===== src/rtl/soc_pkg.sv =====
// Shared types and constants for the data-memory arbiter.
// Holds the arbiter state encoding, memory command constants and the DMA address helper.
package soc_pkg;

  typedef enum logic {ARB_CPU = 1'b0, ARB_DMA = 1'b1} arb_state_e;

  localparam logic       MEM_READ   = 1'b0;
  localparam logic       MEM_WRITE  = 1'b1;
  localparam logic [3:0] WSTRB_FULL = 4'hF;

  function automatic logic [31:0] word_addr(input logic [31:0] base, input logic [15:0] idx);
    return base + {14'd0, idx, 2'b00};
  endfunction

endpackage


===== src/rtl/sample_fifo.sv =====
// ADC sample FIFO; head is visible combinationally, writes land at the next edge.
// Push while full is dropped unless a pop happens in the same cycle; flush empties it in one cycle.
module sample_fifo #(
  parameter int DEPTH = 4,
  parameter int W     = 32
) (
  input  logic                   clk,
  input  logic                   reset,
  input  logic                   push,
  input  logic                   pop,
  input  logic                   flush,
  input  logic [W-1:0]           din,
  output logic                   full,
  output logic                   empty,
  output logic [$clog2(DEPTH):0] count,
  output logic [W-1:0]           head
);

  localparam int AW = $clog2(DEPTH);

  logic [W-1:0]  r_mem [DEPTH];
  logic [AW-1:0] r_rd_ptr;
  logic [AW-1:0] r_wr_ptr;
  logic [AW:0]   r_count;
  logic          w_do_push;
  logic          w_do_pop;

  assign full      = (r_count == (AW+1)'(DEPTH));
  assign empty     = (r_count == '0);
  assign count     = r_count;
  assign head      = r_mem[r_rd_ptr];
  assign w_do_pop  = pop && !empty;
  assign w_do_push = push && (!full || w_do_pop);

  always_ff @(posedge clk) begin
    if (w_do_push) r_mem[r_wr_ptr] <= din;
  end

  always_ff @(posedge clk) begin
    if (reset || flush) begin
      r_rd_ptr <= '0;
      r_wr_ptr <= '0;
      r_count  <= '0;
    end else begin
      if (w_do_push) r_wr_ptr <= r_wr_ptr + 1'b1;
      if (w_do_pop)  r_rd_ptr <= r_rd_ptr + 1'b1;
      case ({w_do_push, w_do_pop})
        2'b10:   r_count <= r_count + 1'b1;
        2'b01:   r_count <= r_count - 1'b1;
        default: r_count <= r_count;
      endcase
    end
  end

endmodule


===== src/rtl/dmem_adc_arbiter.sv =====
// Shares the data-memory port between the CPU and an ADC capture DMA writing a circular buffer.
// Memory outputs are combinational from the grant; the CPU is stalled (cpu_gnt=0) while the DMA drains.
module dmem_adc_arbiter
  import soc_pkg::*;
#(
  parameter int FIFO_DEPTH = 4,
  parameter int HIWATER    = 3,
  parameter int MAX_WAIT   = 8
) (
  input  logic        clk,
  input  logic        reset,
  input  logic        cpu_req,
  input  logic        cpu_rw,
  input  logic [3:0]  cpu_wstrobe,
  input  logic [31:0] cpu_addr,
  input  logic [31:0] cpu_wdata,
  output logic        cpu_gnt,
  output logic        cpu_rvalid,
  output logic [31:0] cpu_rdata,
  input  logic [31:0] adc_in,
  input  logic        cfg_en,
  input  logic [15:0] cfg_div,
  input  logic [31:0] cfg_base,
  input  logic [15:0] cfg_words,
  output logic        dma_wrap,
  output logic        dma_overflow,
  output logic        mem_rw,
  output logic [3:0]  mem_wstrobe,
  output logic [31:0] mem_addr,
  output logic [31:0] mem_wdata,
  input  logic [31:0] mem_rdata
);

  localparam int CW = $clog2(FIFO_DEPTH) + 1;
  localparam int WW = $clog2(MAX_WAIT + 1);

  arb_state_e    r_state;
  arb_state_e    w_state_nxt;
  logic [15:0]   r_timer;
  logic [15:0]   r_idx;
  logic [WW-1:0] r_wait;
  logic [WW-1:0] w_wait_nxt;
  logic          r_ovf;
  logic          r_rd_pend;

  logic          w_active;
  logic          w_push;
  logic          w_cpu_gnt;
  logic          w_dma_gnt;
  logic          w_last_idx;
  logic          w_drop;
  logic          w_full;
  logic          w_empty;
  logic [CW-1:0] w_count;
  logic [31:0]   w_head;

  assign w_active   = cfg_en && (cfg_words != 16'd0);
  assign w_push     = w_active && (r_timer == cfg_div);
  assign w_last_idx = (r_idx == cfg_words - 16'd1);
  assign w_drop     = w_push && w_full && !w_dma_gnt;

  sample_fifo #(.DEPTH(FIFO_DEPTH), .W(32)) u_fifo (
    .clk   (clk),
    .reset (reset),
    .push  (w_push),
    .pop   (w_dma_gnt),
    .flush (!w_active),
    .din   (adc_in),
    .full  (w_full),
    .empty (w_empty),
    .count (w_count),
    .head  (w_head)
  );

  // Starvation counter saturates so it cannot wrap while the CPU keeps winning.
  always_comb begin
    w_wait_nxt = r_wait;
    if (w_dma_gnt)                                w_wait_nxt = '0;
    else if (!w_empty && r_wait != WW'(MAX_WAIT)) w_wait_nxt = r_wait + 1'b1;
  end

  always_comb begin
    w_cpu_gnt   = 1'b0;
    w_dma_gnt   = 1'b0;
    w_state_nxt = r_state;
    if (!reset) begin
      case (r_state)
        ARB_DMA: w_dma_gnt = !w_empty;
        default: begin
          w_cpu_gnt = cpu_req;
          w_dma_gnt = !cpu_req && !w_empty;
        end
      endcase
    end
    case (r_state)
      ARB_CPU: if (w_count >= CW'(HIWATER) || w_wait_nxt >= WW'(MAX_WAIT)) w_state_nxt = ARB_DMA;
      // Leave once this cycle's pop empties the FIFO and no sample arrives to refill it.
      ARB_DMA: if (!w_push && w_count <= CW'(1)) w_state_nxt = ARB_CPU;
      default: w_state_nxt = ARB_CPU;
    endcase
    if (!w_active) w_state_nxt = ARB_CPU;
  end

  always_ff @(posedge clk) begin
    if (reset) begin
      r_state   <= ARB_CPU;
      r_timer   <= '0;
      r_idx     <= '0;
      r_wait    <= '0;
      r_ovf     <= 1'b0;
      r_rd_pend <= 1'b0;
    end else begin
      r_state   <= w_state_nxt;
      r_rd_pend <= w_cpu_gnt && (cpu_rw == MEM_READ);
      if (!w_active) begin
        r_timer <= '0;
        r_idx   <= '0;
        r_wait  <= '0;
        r_ovf   <= 1'b0;
      end else begin
        r_timer <= w_push ? 16'd0 : r_timer + 16'd1;
        r_wait  <= w_wait_nxt;
        if (w_dma_gnt) r_idx <= w_last_idx ? 16'd0 : r_idx + 16'd1;
        if (w_drop)    r_ovf <= 1'b1;
      end
    end
  end

  always_comb begin
    mem_rw      = 1'b0;
    mem_wstrobe = 4'h0;
    mem_addr    = 32'h0;
    mem_wdata   = 32'h0;
    if (w_dma_gnt) begin
      mem_rw      = MEM_WRITE;
      mem_wstrobe = WSTRB_FULL;
      mem_addr    = word_addr(cfg_base, r_idx);
      mem_wdata   = w_head;
    end else if (w_cpu_gnt) begin
      mem_rw      = cpu_rw;
      mem_wstrobe = cpu_wstrobe;
      mem_addr    = cpu_addr;
      mem_wdata   = cpu_wdata;
    end
  end

  assign cpu_gnt      = w_cpu_gnt;
  assign cpu_rvalid   = r_rd_pend && !reset;
  assign cpu_rdata    = cpu_rvalid ? mem_rdata : 32'h0;
  assign dma_wrap     = w_dma_gnt && w_last_idx;
  assign dma_overflow = r_ovf && !reset;

endmodule


===== config.mk =====
export PLATFORM = sky130hd
export DESIGN_NAME = dmem_adc_arbiter
export DESIGN_NICKNAME = d
export VERILOG_FILES = /design/src/rtl/soc_pkg.sv /design/src/rtl/sample_fifo.sv /design/src/rtl/dmem_adc_arbiter.sv
export SDC_FILE = /design/constraint.sdc
export NUM_CORES = 1
export LEC_CHECK = 0
export BUFFER_PORTS_ARGS = -buffer_cell sky130_fd_sc_hd__buf_2
export CAP_MARGIN = 20
export CORE_ASPECT_RATIO = 0.7
export CORE_UTILIZATION = 52
export CTS_CLUSTER_SIZE = 20
export DETAILED_ROUTE_END_ITERATION = 16
export PLACE_DENSITY_LB_ADDON = 0.08
export SLEW_MARGIN = 40
export SYNTH_ARGS = -nofsm -noshare
export SYNTH_HDL_FRONTEND = slang
export SYNTH_SLANG_ARGS = --single-unit
export TNS_END_PERCENT = 50

===== constraint.sdc =====
create_clock -name clk -period 3.3 [get_ports clk]
set_input_delay 0.33 -clock clk [delete_from_list [all_inputs] [get_ports clk]]
set_output_delay 0.33 -clock clk [all_outputs]
set_load 0.05 [all_outputs]

**Word-level counts from Yosys, hierarchy flattened**

Memories as Yosys holds them, arrays and structs flattened. A register that Yosys moved wholly into a read port is not among the register bits.
Index checks and enable logic that the tools add are counted.

- Logic and storage cells: 83
- ROM bits: 0
- Memory bits (writable): 128
- Register bits after elaboration: 46
- Memories: 1
- Output and inout bits: 105
- Bits in latches: 0
- Input bits: 201

Memories:

| name | depth | bits a word | rd ports | clocked after memory_dff | write ports | line | text |
|---|---|---|---|---|---|---|---|
| u_fifo.r_mem | 4 | 32 | 1 | 1 | 1 | sample_fifo.sv:21 | `logic [W-1:0] r_mem [DEPTH];` |

- Add/sub/neg operators: 9
- Div/mod/pow operators: 0
- Reduce and logical (&&, ||, !) cells: 28
- Bitwise operators: 3
- Magnitude comparators: 3
- Shift operators: 0
- $mul: 0
- Equal/unequal tests: 6
- Multiplexer cells: 24

Operators by type and width:

| operator | count |
|---|---|
| 2-to-1 mux 32 bit | 5 |
| adder 16 x 1 -> 16 bit (second input constant) | 2 |
| adder 32 x 18 -> 32 bit | 1 |
| equality test 16 bit | 2 |
| 2-to-1 mux 16 bit | 1 |
| 2-to-1 mux 4 bit | 4 |
| nonzero test 16 bit | 1 |
| subtractor 16 x 1 -> 16 bit (second input constant) | 1 |
| logical AND 1 bit | 13 |
| 2-to-1 mux 1 bit | 10 |
| zero test 1 bit | 7 |
| case mux 3 bit (2 select lines) | 1 |
| adder 2 x 1 -> 2 bit (second input constant) | 2 |
| adder 4 x 1 -> 4 bit (second input constant) | 1 |
| greater-or-equal comparator 4 bit (second input constant) | 1 |
| 2-to-1 mux 2 bit | 2 |
| inequality test 4 bit (second input constant) | 1 |
| adder 3 x 1 -> 3 bit (second input constant) | 1 |
| equality test 3 bit (second input constant) | 1 |
| greater-or-equal comparator 3 x 2 -> 1 bit (second input constant) | 1 |
| <= comparator 3 x 1 -> 1 bit (second input constant) | 1 |
| zero test 3 bit | 1 |
| logical OR 1 bit | 3 |
| inverter 1 bit | 3 |
| 7 further kinds | 7 |

**Logic depth before layout (Yosys ltp)**

Gate-level depths: netlist (run 1).

- Word-level depth: 10
- Gate-level depth with buffers: 14
- Depth with buffers taken out: 12

**Hierarchy**

Synthesis (run 1) repeated with hierarchy kept, for this count alone.

- Cells, all modules: 821
- Area total of the unflattened synthesis: 9591.7 um2

By module, submodules not included:

| module | sequential area each (um2) | cells each | area each (um2) | times used |
|---|---|---|---|---|
| sample_fifo | 4023.9 | 231 | 5156.2 | 1 |
| dmem_adc_arbiter | 780.7 | 590 | 4435.5 | 1 |

**Worst setup path before layout (run 1)**

OpenSTA, ideal clock, no wires.

- Path kind: register to output
- From: register r_idx[0]
- To: output port mem_addr[26]
- Cell stages (with the launch flop): 10
- Path slack: -0.641 ns
- Data arrival time: 3.611 ns
- Path buffers: 0
- Path through: dfxtp_1 -> ha_1 -> fa_1 -> a211oi_1 -> o21ai_0 -> a2111oi_0 -> o31a_1 -> nor3_1 -> xnor2_1 -> o21ai_0

- Word-level cells in the longest chain between the ends: 2

Ends and longest elaborated chain:

| element | line | text |
|---|---|---|
| start: declaration | dmem_adc_arbiter.sv:40 | `logic [15:0] r_idx;` |
| start signal: assignment | dmem_adc_arbiter.sv:123 | `if (w_dma_gnt) r_idx <= w_last_idx ? 16'd0 : r_idx + 16'd1;` |
| adder 32 x 18 -> 32 bit | soc_pkg.sv:12 | `return base + {14'd0, idx, 2'b00};` |
| 2-to-1 mux 32 bit | dmem_adc_arbiter.sv:134 | `if (w_dma_gnt) begin` |
| end: declaration | dmem_adc_arbiter.sv:29 | `output logic [31:0] mem_addr,` |

Every way passes these cells.

**Worst setup path after layout (run 1)**

- From: register r_idx[0]
- To: output port mem_addr[24]

The elaborated chain is that of the path after synthesis.

==> out/metrics.cfg, run 1 <==
[synth]
synth_top_cell_area_share_pct=40.2
ys_types=64
syn_avg_cell_area_sq_um=11.5
yosys.area.top_type=edfxtp_1
synthArstFlopShare_pct=0
synth-seq-cells=176
synth_edf_count=128
synth_fp_nets=1066
ys_seq_area_share_pct=50.2
synthTopCellsByArea=edfxtp_1 40%, dfxtp_1 10%, mux4_2 7.5%, xnor2_1 4.3%, xor2_1 4.2%
synth_area_sq_um=9570
synth-main-ff-cell=edfxtp_1
ys_warn_count=0
syn-instance-count=832

[timing]
final.setup.tns_ns=-0.227
finalSetupViolCount=5
rsz0062_at_grt=yes
fin_ws_ns=-0.0708
hold_violations=0
finalCriticalPeriod_ns=3.37
worst_slew_pin_slew_ns=0.720
relSlewSlack_pct=51.6
timing.fmax_mhz=297
slew_viol_final=0
period_share_pct=102
fin_skew_ns=0.0154

[worst_setup_path]
crit_slowest_cell=fa_2
cp_max_fo=5
path_cells=ha_4 -> fa_2 -> a211oi_4 -> o21ai_2 -> a2111oi_4 -> buf_4 -> o31a_1 -> nor2_1 -> xnor2_2 -> o21ai_4 -> buf_8
crit_arrival_ns=3.04
cp_num_cells=11
critPathCaptureType=output port
r2r_cells=9
startpoint_type=flip-flop
crit_type=reg -> out
worstPathRequired_ns=2.97
critPathMaxStageDelay_ns=0.37
cp_top_family=compound AO/OA/AOI/OAI gates
crit_buf_inv=2

[final_layout]
final_cells=1405
n_fill_cell=1353
layout_commonest_cell=buf_2
most-common-layout-cells=289 x buf_2, 128 x edfxtp_1, 77 x nand2_1
design_area_sq_um=12500
area_growth_pct=30.4
finalNetCount=1389
final_util_pct=69.3
drive_above_1_share_pct=38.9

[job]
max-cap-violations=0

[pwr]
leakagePower_nw=5.09
ir_drop_uv=367
power_density_nw_per_um2=391

[place]
place.gp.congestion=0.914
dp_hpwl_um=17900
portBuffers=305
place_inst=1370
place_area_sq_um=11700

[clock_network]
clk_pin_slew_worst_paths_ns=0.07
clk_latency_ns=0.42
cts_buffers=17
holdBufCountCts=0
cts_tree=yes
ctsLongestPathBuffers=2
cts.sink_count=176
root_buffer=clkbuf_16
cts.htree.levels=4

[floorplanning]
start_util_pct=53.2
std_cell_rows=41
pin_count=306
die_area_sq_um=19000
die_h_um=116
core_area_sq_um=18000
die_w_um=164

[global_routing]
grt_overflow_total=0
use_met2_pct=41.5
met3_usage_pct=6.84
grt_first_pass_wirelength_um=36200
grt_pass1_vias=6991
grt_max_degree=40
grtUsageTotal_pct=25.4
grt_busiest_layer=met2
met1_usage_pct=33.9
antenna_found_initial=3

[min_path]
worstHoldPathCells=1
hold_class=in -> reg

[routing]
avgViaCountPerCell=5.46
wl_um=24100
drc=0
drtAntennaViolNets=0
drt_iter0_drc=516
vias=7678
first_pass_iters=5
post_drt_wl_per_cell_um=17.2

[outcome]
outcome=finished, violations left
failed_checks=negative setup slack

[sequential cells by signal, summed over array words and instances (netlist names), named ones only]
register / cells
r_state: 1
r_wait: 4
u_fifo.r_rd_ptr: 2
u_fifo.r_mem: 128
r_idx: 16
r_rd_pend: 1
u_fifo.r_wr_ptr: 2
u_fifo.count: 3
r_timer: 16
r_ovf: 1
[worst reg2reg max path, delay by kind of cell, from the launching register on]
| family | cells | cell delay (ns) |
|---|---|---|
| DFF | 1 | 0.37 |
| AOI/OAI and AO/OA | 2 | 0.31 |
| buffers and inverters | 1 | 0.10 |
| xor gates and xnor gates | 1 | 0.18 |
| adders and majority gates | 1 | 0.36 |
| and+or+nand+nor | 4 | 1.40 |
[area by class of cell]
class / instances / area, sq um / area share, %
repair buffers: 344 / 1980 / 15.9
diodes: 3 / 7.51 / 0.0601
clock inverters: 13 / 153 / 1.22
clock buffers: 17 / 425 / 3.41
well taps: 236 / 295 / 2.37
inverters: 19 / 71.3 / 0.571
flip-flops and latches: 176 / 4810 / 38.5
multi-input cells: 597 / 4750 / 38.0
[through the flow]
stage,hold WS [ns],power (W),setup slack [ns]
5_1_grt,0.0967,0.00505,-0.185
3_5_place_dp,0.457,0.00294,-0.00485
2_1_floorplan,0.402,0.00272,-0.264
3_3_place_gp,0.445,0.00293,-0.00899
6_report,0.115,0.00488,-0.0708
4_1_cts,0.0993,0.00491,-0.0124
[cell families (layout without fill, tap and decap cells)]
family / after synthesis / in the layout / share of synthesized area, %
AOI/OAI and AO/OA: 157 / 157 / 11.8
adders and majority gates: 33 / 33 / 4.39
DFF: 176 / 176 / 50.2
and+or+nand+nor: 278 / 278 / 14.6
xor gates and xnor gates: 94 / 94 / 8.75
muxes: 35 / 35 / 7.84
other: 0 / 3 / 0
buffers and inverters: 59 / 393 / 2.41
[routing by layer]
metal	wire length (um)	vias to the layer above	share of wire, %
li1	-	3726	-
met1	10700	3662	44
met2	11400	277	47
met3	1830	13	7.6
met4	209	0	0.87
met5	0	-	0
[what timing repair did]
| action | CTS | global route |
|---|---|---|
| endpoints found under the hold margin | 0 | 0 |
| setup buffers | 3 | 2 |
| gates resized for setup | 22 | 43 |
| setup endpoints to repair | 16 | 19 |
| pin swaps | 7 | 11 |
[Yosys cell counts (2+ instances only)]
master / count
o21bai_1: 7
nor3_1: 15
nor2_2: 10
o21ai_1: 4
or3_1: 5
o31ai_1: 5
or2_2: 2
inv_1: 18
nand2b_1: 3
buf_1: 5
nand2_1: 78
mux2i_1: 3
a32oi_1: 2
o211ai_1: 2
a21boi_0: 3
mux4_2: 32
nand4_1: 6
or4_1: 3
edfxtp_1: 128
nand4b_1: 2
a211o_1: 2
xnor2_1: 47
clkbuf_1: 33
o21a_1: 4
nor2b_1: 8
o21ai_0: 35
nor4_1: 10
xor2_1: 46
and2_1: 39
and4_1: 3
nand3_1: 18
nor2_1: 56
and3_1: 14
a211oi_1: 9
dfxtp_1: 48
a22o_1: 36
a21o_1: 7
ha_1: 32
o31a_1: 2
a21oi_1: 26
[report_power, final]
group	switching, W	leakage, nW	internal [W]
sequential	0.00000234	1.54	0.00237
clock	0.000851	0.281	0.00112
combinational	0.000339	3.27	0.000200
total	0.00119	5.09	0.00369
[path summary, 6_finish.rpt]
kind / slack, ns / start / end
max reg2reg: 0.45 / r_timer[3] / u_fifo.count[2]
min reg2reg: 0.47 / r_ovf / r_ovf
max: -0.07 / r_idx[0] / mem_addr[24]
min: 0.11 / adc_in[15] / u_fifo.r_mem[3][15]
Power figures use the tool's default switching activity.
==> run 2, diff against run 1 <==
- BUFFER_PORTS_ARGS: -buffer_cell sky130_fd_sc_hd__buf_2 -> not set
- CORE_UTILIZATION: 52 -> 55
- DONT_BUFFER_PORTS: not set -> 1
==> out/metrics.cfg, run 2 (synthesis results as in run 1) <==
[outcome]
outcome=finished, violations left  ; unchanged
failed_checks=negative setup slack  ; unchanged

[floorplanning]
die_h_um=112  ; was 116 um
std_cell_rows=39  ; was 41
start_util_pct=57.5  ; was 53.2%
pin_count=306  ; unchanged
core_area_sq_um=16600  ; was 18000 sq um
die_area_sq_um=17900  ; was 19000 sq um
die_w_um=160  ; was 164 um

[timing]
worst_slew_pin_slew_ns=0.776  ; was 0.720 ns
fin_skew_ns=0.0163  ; was 0.0154 ns
finalSetupViolCount=5  ; unchanged
slew_viol_final=0  ; unchanged
hold_violations=0  ; unchanged
relSlewSlack_pct=48.0  ; was 51.6%
period_share_pct=103  ; was 102%
timing.fmax_mhz=295  ; was 297 MHz
fin_ws_ns=-0.0924  ; was -0.0708 ns
finalCriticalPeriod_ns=3.39  ; was 3.37 ns
rsz0062_at_grt=yes  ; unchanged
hold_ws_ns=0.0344  ; was 0.115 ns

[global_routing]
grt_overflow_total=0  ; unchanged
antenna_found_initial=4  ; was 3
grt_max_degree=45  ; was 40
grt_first_pass_wirelength_um=37800  ; was 36200 um
grt_pass1_vias=6709  ; was 6991
grtUsageTotal_pct=28.1  ; was 25.4%

[clock_network]
root_buffer=clkbuf_16  ; unchanged
ctsLongestPathBuffers=2  ; unchanged
cts.sink_count=176  ; unchanged
cts_tree=yes  ; unchanged
cts.htree.levels=4  ; unchanged
cts_buffers=17  ; unchanged
clk_latency_ns=0.44  ; was 0.42 ns
clk_pin_slew_worst_paths_ns=0.07  ; about the same

[routing]
first_pass_iters=7  ; was 5
avgViaCountPerCell=5.93  ; was 5.46
post_drt_wl_per_cell_um=21.3  ; was 17.2 um
wl_um=25100  ; was 24100 um
vias=7007  ; was 7678
drtAntennaViolNets=0  ; unchanged
drc=0  ; unchanged
drt_iter0_drc=514  ; was 516

[final_layout]
drive_above_1_share_pct=21.8  ; was 38.9%
finalNetCount=1173  ; was 1389
area_growth_pct=22.1  ; was 30.4%
layout_commonest_cell=edfxtp_1  ; was buf_2
n_fill_cell=1181  ; was 1353
register_area_sq_um=4810  ; unchanged
final_cells=1181  ; was 1405
most-common-layout-cells=128 x edfxtp_1, 77 x nand2_1, 75 x buf_4  ; was 289 x buf_2, 128 x edfxtp_1, 77 x nand2_1
top_register=u_fifo.r_mem  ; unchanged
top_regs=u_fifo.r_mem (128), r_idx (16), r_timer (16)  ; unchanged
multi_input_area_sq_um=4720  ; was 4750 sq um
largest_reg_flops=128  ; unchanged

[pwr]
p_clk_share_pct=41.1  ; was 40.4%
power_density_nw_per_um2=409  ; was 391 nW/um^2
power_frac_comb_pct=9.4  ; was 11.0%
sw_frac_of_total_pct=24.9  ; was 24.4%
ir_drop_uv=352  ; was 367 uV
p_int_w=0.00359  ; was 0.00369 W
power_frac_seq_pct=49.5  ; was 48.5%
leakagePower_nw=4.20  ; was 5.09 nW
switching_power_w=0.00119  ; about the same

[worst_setup_path]
critPathCaptureType=output port  ; unchanged
crit_type=reg -> out  ; unchanged
crit_arrival_ns=3.06  ; was 3.04 ns
reg2reg_slack_ns=0.49  ; was 0.45 ns
startpoint_type=flip-flop  ; unchanged
worstPathRequired_ns=2.97  ; about the same
cp_max_fo=5  ; unchanged

[job]
max-cap-violations=0  ; unchanged

[place]
portBuffers=0  ; was 305
place_inst=1111  ; was 1370
place.gp.congestion=0.942  ; was 0.914
dp_hpwl_um=18700  ; was 17900 um

[min_path]
hold_class=in -> reg  ; unchanged

-- run 2: changes by cell type in the layout (fill, tap and decap cells not counted), sizes merged --
cell         delta
diode           +1
bufinv          -1
clkinvlp        -1
inv             +1
dlygate4sd3    +32
buf           -247
clkbuf          -1
clkinv          +3
-- run 2: critical path, stage by stage (launching register included) --
cell       delay (ns)
dfxtp_2          0.34
ha_4             0.16
fa_2             0.37
a211oi_4         0.25
o21ai_2          0.11
a2111oi_2        0.29
buf_4            0.17
o31a_1           0.27
buf_4            0.16
nor2_2           0.03
xnor2_1          0.14
o21ai_2          0.18
buf_12           0.16
-- run 2: area by class of cell --
type	count	area share (%)
inverter	19	0.610
antenna	4	0.0856
clock buffer	17	3.64
tap	225	2.41
multi-input combinational	597	40.4
timing repair buffer	128	10.5
sequential	176	41.1
clock inverter	15	1.29
-- run 2: worst paths after layout --
path | endpoint | start | cells after the start
setup / recovery | mem_addr[22] | r_idx[0] | 12
hold / removal | r_rd_pend | cpu_rw | 1
setup reg to reg | u_fifo.count[2] | r_timer[7] | 10
hold reg to reg | r_ovf | r_ovf | 2
-- run 2: per-layer routing --
layer / GRT usage (%) / vias up / wire, um / part of all wire [%]
met2: 45.7 / 320 / 12100 / 48
li1: - / 3289 / - / -
met3: 5.84 / 35 / 1920 / 7.6
met1: 36.4 / 3363 / 10300 / 41
met5: 0 / - / 0 / 0
met4: 13.3 / 0 / 813 / 3.2
-- run 2: metrics by stage --
step	utilization [%]	setup WS [ns]	total power (W)	instance area (sq um)	TNS, ns
after floorplan	-	-0.264	0.00272	9630	-0.910
after global placement	63.9	-0.0468	0.00281	10600	-0.103
after detailed placement	63.9	-0.0482	0.00281	10600	-0.150
after CTS	69.6	-0.129	0.00480	11600	-0.660
after global routing	70.2	-0.259	0.00491	11700	-1.69
final	70.3	-0.0924	0.00478	11700	-0.175
-- run 2: power by group through the flow --
stage / logic [W] / clock network [W] / registers [W]
finish: 0.000450 / 0.00196 / 0.00237
global route: 0.000473 / 0.00207 / 0.00237
CTS: 0.000441 / 0.00199 / 0.00237
detailed placement: 0.000391 / 0 / 0.00242
global placement: 0.000388 / 0 / 0.00242
floorplan: 0.000298 / 0 / 0.00242
-- run 2: what timing repair did --
item,CTS,global route
pin swaps,5,13
hold buffers,32,0
gates resized for setup,12,20
buffers inserted,1,1
cloned,0,0
setup endpoints to repair,11,16
hold endpoints to repair,128,0
==> run 3, diff against run 2 <==
- CAP_MARGIN: 20 -> not set
- REMOVE_ABC_BUFFERS: not set -> 1
==> out/metrics.cfg, run 3 (synthesis results as in run 1) <==
[timing]
hold_violations=0  ; unchanged
hold_ws_ns=0.202  ; was 0.0344 ns
rsz0062_at_grt=yes  ; unchanged
fin_skew_ns=0.0143  ; was 0.0163 ns
fin_ws_ns=-0.0327  ; was -0.0924 ns
period_share_pct=101  ; was 103%
finalCriticalPeriod_ns=3.33  ; was 3.39 ns
worst_slew_pin_slew_ns=0.734  ; was 0.776 ns
timing.fmax_mhz=300  ; was 295 MHz
relSlewSlack_pct=50.5  ; was 48.0%
final.setup.tns_ns=-0.0918  ; was -0.175 ns
slew_viol_final=0  ; unchanged
finalSetupViolCount=5  ; unchanged

[final_layout]
area_growth_pct=21.2  ; was 22.1%
finalNetCount=1173  ; unchanged
n_antenna_cell=0  ; was 4
most-common-layout-cells=128 x edfxtp_1, 77 x nand2_1, 77 x buf_4  ; was 128 x edfxtp_1, 77 x nand2_1, 75 x buf_4
top_regs=u_fifo.r_mem (128), r_idx (16), r_timer (16)  ; unchanged
final_cells=1177  ; was 1181
drive_above_1_share_pct=21.0  ; was 21.8%
layout_commonest_cell=edfxtp_1  ; unchanged
design_area_sq_um=11600  ; was 11700 sq um
top_register=u_fifo.r_mem  ; unchanged
n_fill_cell=1179  ; was 1181
largest_reg_flops=128  ; unchanged

[place]
dp_slack_ns=-0.165  ; was -0.0482 ns
place.gp.congestion=0.984  ; was 0.942
place_inst=1108  ; was 1111
dp_hpwl_um=19200  ; was 18700 um
portBuffers=0  ; unchanged
place_area_sq_um=10500  ; was 10600 sq um

[routing]
wl_um=25900  ; was 25100 um
drt_iter0_drc=401  ; was 514
first_pass_iters=5  ; was 7
drtAntennaViolNets=0  ; unchanged
vias=7072  ; was 7007
avgViaCountPerCell=6.01  ; was 5.93
drc=0  ; unchanged
post_drt_wl_per_cell_um=22.0  ; was 21.3 um

[global_routing]
grt_max_degree=51  ; was 45
grt_first_pass_wirelength_um=39300  ; was 37800 um
antenna_found_initial=1  ; was 4
grtUsageTotal_pct=29.2  ; was 28.1%
grt_overflow_total=0  ; unchanged
grt_pass1_vias=6958  ; was 6709

[worst_setup_path]
r2r_cells=7  ; was 10
crit_slowest_cell=fa_2  ; unchanged
path_cells=ha_4 -> fa_2 -> a211oi_4 -> o21ai_2 -> a2111oi_4 -> buf_4 -> o31a_1 -> buf_6 -> nor3_2 -> xnor2_1 -> o21ai_1 -> buf_6  ; was ha_4 -> fa_2 -> a211oi_4 -> o21ai_2 -> a2111oi_2 -> buf_4 -> o31a_1 -> buf_4 -> nor2_2 -> xnor2_1 -> o21ai_2 -> buf_12
critPathMaxStageDelay_ns=0.38  ; was 0.37 ns
reg2reg_from=r_timer[7]  ; unchanged
r2r-end=u_fifo.r_mem[0][29]  ; was u_fifo.count[2]
crit_type=reg -> out  ; unchanged
crit_top_cell=buf_6
reg2reg_slack_ns=0.29  ; was 0.49 ns
crit_arrival_ns=3.00  ; was 3.06 ns
startpoint_type=flip-flop  ; unchanged
cp_max_fo=5  ; unchanged
worstPathRequired_ns=2.97  ; about the same
critPathCaptureType=output port  ; unchanged

[pwr]
ir_drop_uv=363  ; was 352 uV
power_density_nw_per_um2=421  ; was 409 nW/um^2
leakagePower_nw=4.18  ; was 4.20 nW

[outcome]
failed_checks=negative setup slack  ; unchanged
outcome=finished, violations left  ; unchanged

[floorplanning]
core_area_sq_um=16600  ; unchanged
die_w_um=160  ; unchanged
start_util_pct=57.5  ; unchanged
die_area_sq_um=17900  ; unchanged
std_cell_rows=39  ; unchanged
die_h_um=112  ; unchanged
pin_count=306  ; unchanged

[clock_network]
ctsLongestPathBuffers=2  ; unchanged
cts_tree=yes  ; unchanged
cts_buffers=17  ; unchanged
clk_latency_ns=0.43  ; was 0.44 ns
cts.htree.levels=4  ; unchanged
clk_pin_slew_worst_paths_ns=0.07  ; about the same
cts.sink_count=176  ; unchanged
root_buffer=clkbuf_16  ; unchanged

[job]
max-cap-violations=0  ; unchanged

[min_path]
worstHoldStart=reset  ; was cpu_rw
hold_class=in -> reg  ; unchanged
worstHoldPathCells=3  ; was 1
whs_endpoint=r_idx[2]  ; was r_rd_pend

==> run 3: cell types whose count changed in the layout (fill, tap and decap cells not counted), sizes merged <==
cell	delta
bufinv	+1
inv	-2
diode	-4
dlygate4sd3	+1
buf	-1
clkinv	+1
==> run 3: critical path: cells and delay by family (launching register included) <==
family	cells	cell delay, ns
AO/OA/AOI/OAI	5	0.98
XOR/XNOR	1	0.15
adder cells (fa/ha/maj)	2	0.54
buffers and inverters	3	0.49
flip-flops	1	0.34
AND/OR/NAND/NOR	1	0.05
==> run 3: worst max-delay path by stage <==
stage	startpoint	endpoint	slack [ns]	depth (start not counted)
floorplan	cpu_req	mem_wdata[0]	-1.24	3
global placement	cfg_base[2]	mem_addr[30]	-0.11	11
detailed placement	cfg_base[2]	mem_addr[30]	-0.16	11
CTS	r_idx[0]	mem_addr[24]	-0.14	12
global route	r_idx[0]	mem_addr[24]	-0.13	12
finish	r_idx[0]	mem_addr[30]	-0.03	12
==> run 3: metrics by stage <==
| stage | power, W | utilization, % |
|---|---|---|
| after floorplan | 0.00271 | - |
| after global placement | 0.00281 | 62.9 |
| after detailed placement | 0.00281 | 62.9 |
| after CTS | 0.00492 | 69.2 |
| after global routing | 0.00502 | 69.7 |
| final | 0.00489 | 69.7 |
==> run 3: repair_timing <==
item / CTS / global route
setup endpoints to repair: 14 / 17
resized for setup: 23 / 16
buffers inserted: 2 / 2
pin swaps: 12 / 7
hold buffers: 33 / 0
hold endpoints to repair: 129 / 0
==> run 3: per-layer routing <==
metal	global-route usage [%]	part of all wire, %
met2	50.2	50
met5	0	0.050
met4	8.27	1.6
met3	7.21	6.2
met1	36.8	42
==> run 3: area by class of cell <==
| cell class | instances | area [sq um] | area share, % |
|---|---|---|---|
| tap | 225 | 282 | 2.43 |
| clock buffer | 17 | 425 | 3.67 |
| multi-input combinational | 597 | 4660 | 40.2 |
| timing repair buffer | 128 | 1150 | 9.96 |
| sequential | 176 | 4810 | 41.4 |
| inverter | 19 | 71.3 | 0.615 |
| clock inverter | 15 | 199 | 1.72 |
==> run 3: power by group <==
group | switching (W) | total [W] | leakage (nW) | internal, W
Sequential | 0.00000189 | 0.00237 | 1.54 | 0.00237
Clock | 0.000915 | 0.00207 | 0.302 | 0.00115
Combinational | 0.000295 | 0.000450 | 2.34 | 0.000155
